==> src/rtl/dice_roller_core.sv <==
// Dice engine: debounced buttons spin a BCD die value while held, latch it on release, and scan a 7-seg display.
// seg/dig/result/result_valid registered (1 clk); free-running with no backpressure, buttons are never stalled.
module dice_roller_core #(
  parameter int NUM_DICE = 7,
  parameter int NUM_DIGITS = 3,
  parameter logic [4*NUM_DIGITS*NUM_DICE-1:0] DIE_FACES =
    {12'h100, 12'h020, 12'h012, 12'h010, 12'h008, 12'h006, 12'h004},
  parameter int PRESCALE_BITS = 10,
  parameter int DEBOUNCE_TICKS = 3
) (
  input  logic                    clk,
  input  logic                    rst_n,
  input  logic [NUM_DICE-1:0]     btn,
  input  logic                    invert_seg,
  input  logic                    invert_dig,
  output logic [7:0]              seg,
  output logic [NUM_DIGITS-1:0]   dig,
  output logic [4*NUM_DIGITS-1:0] result,
  output logic                    result_valid,
  output logic                    rolling
);
  localparam int RW = 4*NUM_DIGITS;
  localparam int SW = (NUM_DIGITS > 1) ? $clog2(NUM_DIGITS) : 1;
  localparam int IW = (NUM_DICE > 1) ? $clog2(NUM_DICE) : 1;
  localparam logic [RW-1:0] ONE = RW'(1);

  typedef enum logic [1:0] {IDLE = 2'd0, ROLLING = 2'd1, HOLD = 2'd2} state_t;

  logic [PRESCALE_BITS-1:0] presc;
  logic                     tick;
  logic [NUM_DICE-1:0]      sync1, sync2, deb;
  logic [3:0]               db_cnt [NUM_DICE];
  logic [IW-1:0]            low_idx, sel;
  logic [RW-1:0]            value;
  state_t                   state, state_nxt;
  logic [SW-1:0]            scan;
  logic [NUM_DIGITS-1:0]    blank;
  logic                     nz_above;
  logic [3:0]               cur_digit;
  logic [6:0]               seg7;
  logic [7:0]               seg_raw;
  logic [NUM_DIGITS-1:0]    dig_raw;

  function automatic logic [RW-1:0] face_of(input logic [IW-1:0] idx);
    return DIE_FACES[int'(idx)*RW +: RW];
  endfunction

  // Decimal decrement: a zero digit borrows and becomes 9.
  function automatic logic [RW-1:0] bcd_dec(input logic [RW-1:0] v);
    logic       borrow;
    logic [3:0] d;
    bcd_dec = v;
    borrow  = 1'b1;
    for (int k = 0; k < NUM_DIGITS; k++) begin
      d = v[4*k +: 4];
      if (borrow) begin
        if (d == 4'd0) begin
          bcd_dec[4*k +: 4] = 4'd9;
        end else begin
          bcd_dec[4*k +: 4] = d - 4'd1;
          borrow = 1'b0;
        end
      end
    end
  endfunction

  always_ff @(posedge clk) begin
    if (!rst_n) presc <= '0;
    else        presc <= presc + 1'b1;
  end
  assign tick = (presc == '0);

  always_ff @(posedge clk) begin
    if (!rst_n) begin
      sync1 <= '0;
      sync2 <= '0;
      deb   <= '0;
      for (int i = 0; i < NUM_DICE; i++) db_cnt[i] <= '0;
    end else begin
      sync1 <= btn;
      sync2 <= sync1;
      if (tick) begin
        for (int i = 0; i < NUM_DICE; i++) begin
          if (sync2[i] == deb[i]) begin
            db_cnt[i] <= '0;
          end else if (db_cnt[i] == 4'(DEBOUNCE_TICKS - 1)) begin
            deb[i]    <= ~deb[i];
            db_cnt[i] <= '0;
          end else begin
            db_cnt[i] <= db_cnt[i] + 4'd1;
          end
        end
      end
    end
  end

  always_comb begin
    low_idx = '0;
    for (int i = NUM_DICE-1; i >= 0; i--) begin
      if (deb[i]) low_idx = IW'(i);
    end
  end

  always_ff @(posedge clk) begin
    if (!rst_n) state <= IDLE;
    else        state <= state_nxt;
  end

  // HOLD waits for every button to go low so a second held button cannot re-roll.
  always_comb begin
    state_nxt = state;
    case (state)
      IDLE:    if (|deb)      state_nxt = ROLLING;
      ROLLING: if (!deb[sel]) state_nxt = HOLD;
      HOLD:    if (!(|deb))   state_nxt = IDLE;
      default:                state_nxt = IDLE;
    endcase
  end

  always_comb begin
    rolling = (state == ROLLING);
  end

  always_ff @(posedge clk) begin
    if (!rst_n) begin
      sel          <= '0;
      value        <= ONE;
      result       <= ONE;
      result_valid <= 1'b0;
    end else begin
      result_valid <= 1'b0;
      case (state)
        IDLE: begin
          if (|deb) begin
            sel   <= low_idx;
            value <= face_of(low_idx);
          end
        end
        ROLLING: begin
          value <= (value == ONE) ? face_of(sel) : bcd_dec(value);
          if (!deb[sel]) begin
            result       <= value;
            result_valid <= 1'b1;
          end
        end
        default: ;
      endcase
    end
  end

  always_ff @(posedge clk) begin
    if (!rst_n)                             scan <= '0;
    else if (scan == SW'(NUM_DIGITS - 1))   scan <= '0;
    else                                    scan <= scan + 1'b1;
  end

  // A digit is blank when it and everything above it is zero; units always shows.
  always_comb begin
    nz_above = 1'b0;
    blank    = '0;
    for (int k = NUM_DIGITS-1; k >= 0; k--) begin
      nz_above = nz_above | (result[4*k +: 4] != 4'd0);
      blank[k] = (k != 0) && !nz_above;
    end
  end

  always_comb begin
    cur_digit = result[int'(scan)*4 +: 4];
    case (cur_digit)
      4'd0:    seg7 = 7'h3F;
      4'd1:    seg7 = 7'h06;
      4'd2:    seg7 = 7'h5B;
      4'd3:    seg7 = 7'h4F;
      4'd4:    seg7 = 7'h66;
      4'd5:    seg7 = 7'h6D;
      4'd6:    seg7 = 7'h7D;
      4'd7:    seg7 = 7'h07;
      4'd8:    seg7 = 7'h7F;
      4'd9:    seg7 = 7'h6F;
      default: seg7 = 7'h00;
    endcase
    seg_raw = {1'b0, seg7};
    dig_raw = NUM_DIGITS'(1) << scan;
    if (rolling || blank[scan]) begin
      seg_raw = '0;
      dig_raw = '0;
    end
  end

  always_ff @(posedge clk) begin
    if (!rst_n) begin
      seg <= '0;
      dig <= '0;
    end else begin
      seg <= seg_raw ^ {8{invert_seg}};
      dig <= dig_raw ^ {NUM_DIGITS{invert_dig}};
    end
  end

endmodule
==> config.mk <==
export PLATFORM = sky130hd
export DESIGN_NAME = dice_roller_core
export DESIGN_NICKNAME = d
export VERILOG_FILES = /design/src/rtl/dice_roller_core.sv
export SDC_FILE = /design/constraint.sdc
export NUM_CORES = 1
export LEC_CHECK = 0
export CORE_UTILIZATION = 53
export DETAILED_ROUTE_END_ITERATION = 8
export PLACE_DENSITY = 0.76
export REMOVE_ABC_BUFFERS = 1
export SKIP_CTS_REPAIR_TIMING = 1
export SLEW_MARGIN = 5
export SYNTH_ARGS = -nofsm -noshare
export SYNTH_HDL_FRONTEND = slang
export SYNTH_SLANG_ARGS = --single-unit
==> constraint.sdc <==
create_clock -name clk -period 2.1 [get_ports clk]
set_input_delay 0.42 -clock clk [delete_from_list [all_inputs] [get_ports clk]]
set_output_delay 0.42 -clock clk [all_outputs]
set_load 0.1 [all_outputs]
==> results.py <==
metrics = {
    "worst_setup_path": {
        "reg2reg_slack_ns": 0.1,
        "cp.required_ns": 2.39,
        "crit_type": "flip-flop to flip-flop",
        "crit_fanout": 8,
        "r2r_end": "seg[4]",
        "critPathLaunch": "scan[1]",
        "start_kind": "flip-flop",
        "end_kind": "flip-flop",
        "reg2regPathDepth": 6,
        "endpoint": "seg[4]",
        "worstReg2RegStart": "scan[1]",
        "crit_arrival_ns": 2.29,
    },
    "placed_design": {
        "dp_hpwl_mm": 7.44,
        "io_buffer_count": 35,
        "gp_congestion": 0.883,
    },
    "pwr": {
        "ir_worst_vdd_mv": 0.567,
        "p_per_area_nw_per_um2": 796,
        "leakage_nw": 2.36,
    },
    "sta": {
        "finalCritPeriodShare": 0.953,
        "worstMarginPinSlew_ns": 0.595,
        "grt_setup_unrepaired": "no",
        "fmax_mhz": 500,
        "finalHoldViolCount": 0,
        "post-route-min-period_ns": 2.00,
        "setup_violations": 0,
        "skew_ns": 0.0141,
        "slew_violations": 0,
        "slew_headroom": 0.603,
        "hold_slack_ns": 0.426,
    },
    "grt": {
        "overflow": 0,
        "grt_max_degree": 35,
        "grt_usage": 0.215,
        "antenna_found_initial": 0,
        "grt_pass1_wl_mm": 17.5,
        "grt_pass1_vias": 3856,
    },
    "layout": {
        "regArea_um2": 2320,
        "diodes": 0,
        "synthToLayoutAreaGrowth_pct": 13.5,
        "drive_gt1_frac": 0.163,
        "final_util": 0.628,
        "nFillCells": 802,
        "final_nets": 614,
        "multi_input_area_um2": 2640,
    },
    "clocking": {
        "cts_tree": "built",
        "cts_made_buffers": 9,
        "cts_sinks": 102,
        "htreeDepth": 3,
        "clock_path_buffers": 2,
        "clock_latency_ns": 0.36,
        "clk_pin_slew_worst_paths_ns": 0.10,
        "root_buffer": "clkbuf_8",
    },
    "job": {
        "cap_violations": 0,
    },
    "floorplan": {
        "rows": 35,
        "io_pins": 36,
        "start_util": 0.553,
        "die_w_um": 101,
        "die_h_um": 101,
        "core_area_um2": 9330,
        "dieArea_um2": 10100,
    },
    "yosys": {
        "syn_area_per_cell_um2": 9.61,
        "syn_inst": 537,
        "synth-edff-count": 28,
        "synthFlopType": "dfxtp_1",
        "synth.top_cell.area_share": 0.287,
        "synthArstFlopShare": 0,
        "synth_warnings": 0,
        "ys_seq_area_frac": 0.450,
        "yosysUniqueCellTypes": 70,
        "synth_commonest_cells": "74 x dfxtp_1, 68 x nor2_1, 31 x nand2_1, 28 x edfxtp_1, 26 x ha_1",
        "syn_area_um2": 5160,
        "synth.most_common_cell": "dfxtp_1",
        "ys_ff_latch": 102,
        "synth.area.top_cells": "dfxtp_1 29%, edfxtp_1 16%, ha_1 6.3%",
        "yosys.area.top_type": "dfxtp_1",
    },
    "routing": {
        "wirelength_mm": 10.4,
        "avgViaCountPerCell": 5.62,
        "drc_errors": 0,
        "dr.pass1.iters": 5,
        "final_antenna_net_count": 0,
        "wire_per_inst_um": 14.6,
        "vias": 3993,
        "drt_first_iter_violations": 127,
    },
    "status": {
        "outcome": "completed",
    },
    "min_path": {
        "hold_class": "input port to flip-flop",
    },
}
-- worst max-delay path, stage by stage (launching register included) --
cell	delay, ns
dfxtp_2	0.42
buf_4	0.15
mux2i_1	0.25
a2bb2oi_2	0.34
mux2_2	0.38
a32oi_1	0.20
mux2i_1	0.19
-- layout by cell type, fill, tap and decap left out, types with 6 or more instances in the layout --
| cell type | instances |
|---|---|
| dfxtp_1 | 73 |
| nor2_1 | 68 |
| buf_4 | 45 |
| nand2_1 | 31 |
| edfxtp_1 | 28 |
| ha_1 | 26 |
| inv_1 | 23 |
| and2_1 | 20 |
| o21ai_0 | 19 |
| xor2_1 | 18 |
| a21oi_1 | 17 |
| mux2i_1 | 16 |
| nand3_1 | 16 |
| nand4_1 | 15 |
| xnor2_1 | 14 |
| nor3_1 | 12 |
| a31o_2 | 10 |
| clkbuf_8 | 9 |
| clkdlybuf4s50_1 | 9 |
| and3_1 | 8 |
| nor3b_1 | 8 |
| nand2b_1 | 6 |
-- worst min path at each step --
stage | start | endpoint | cells past startpoint
3_5_place_dp | sync1[4] | sync2[4] | 1
4_1_cts | rst_n | state[1] | 2
5_1_grt | rst_n | state[1] | 2
6_report | rst_n | dig[1] | 2
2_1_floorplan | sync1[0] | sync2[0] | 1
3_3_place_gp | sync1[0] | sync2[0] | 1
-- cell families (layout without fill, tap and decap cells) --
logic type / after synthesis / in the layout / share of synthesized area
AND/OR/NAND/NOR: 208 / 208 / 0.206
multiplexers: 20 / 20 / 0.0419
buffers and inverters: 53 / 98 / 0.0456
flip-flops: 102 / 102 / 0.450
AO/OA/AOI/OAI: 96 / 96 / 0.139
XOR/XNOR: 32 / 32 / 0.0543
adder cells (fa/ha/maj): 26 / 26 / 0.0630
-- state kept, by name, summed over array words and instances, names as in the netlist --
register	cells
deb	7
state	2
presc	10
sel	3
dig	3
seg	8
sync2	7
result	12
value	12
sync1	7
db_cnt	28
result_valid	1
scan	2
-- metal layers --
| metal | global-route usage | vias to the layer above | wire length [µm] |
|---|---|---|---|
| met2 | 0.371 | 81 | 5150 |
| met4 | 0.0658 | 0 | 85 |
| met1 | 0.277 | 1917 | 4760 |
| met3 | 0.0354 | 8 | 372 |
| li1 | - | 1987 | - |
| met5 | 0 | - | 0 |
-- area by class of cell --
type / instances / area share
Clock inverter: 6 / 0.00748
Multi-Input combinational cell: 382 / 0.450
Timing Repair Buffer: 57 / 0.0807
Inverter: 25 / 0.0160
Clock buffer: 10 / 0.0218
Sequential cell: 102 / 0.397
Tap cell: 129 / 0.0276
-- through the flow --
stage                     instances  instance area, µm²  setup TNS (ns)  setup WS (ns)  total power, mW
after floorplan                 509                5020           -1.38         -0.246             3.19
after global placement          695                5660               0          0.129             3.50
after detailed placement        695                5660               0         0.0304             3.54
after CTS                       711                5830               0        0.00537             4.67
after global routing            711                5860               0        0.00686             4.89
final                           711                5860               0         0.0983             4.66
-- report_power, final --
| group | internal, mW | switching [mW] | total, mW |
|---|---|---|---|
| sequential | 2.17 | 0.126 | 2.29 |
| combinational | 0.459 | 0.772 | 1.23 |
| clock | 0.443 | 0.695 | 1.14 |
Note: power is estimated with default switching activity, not from simulation.
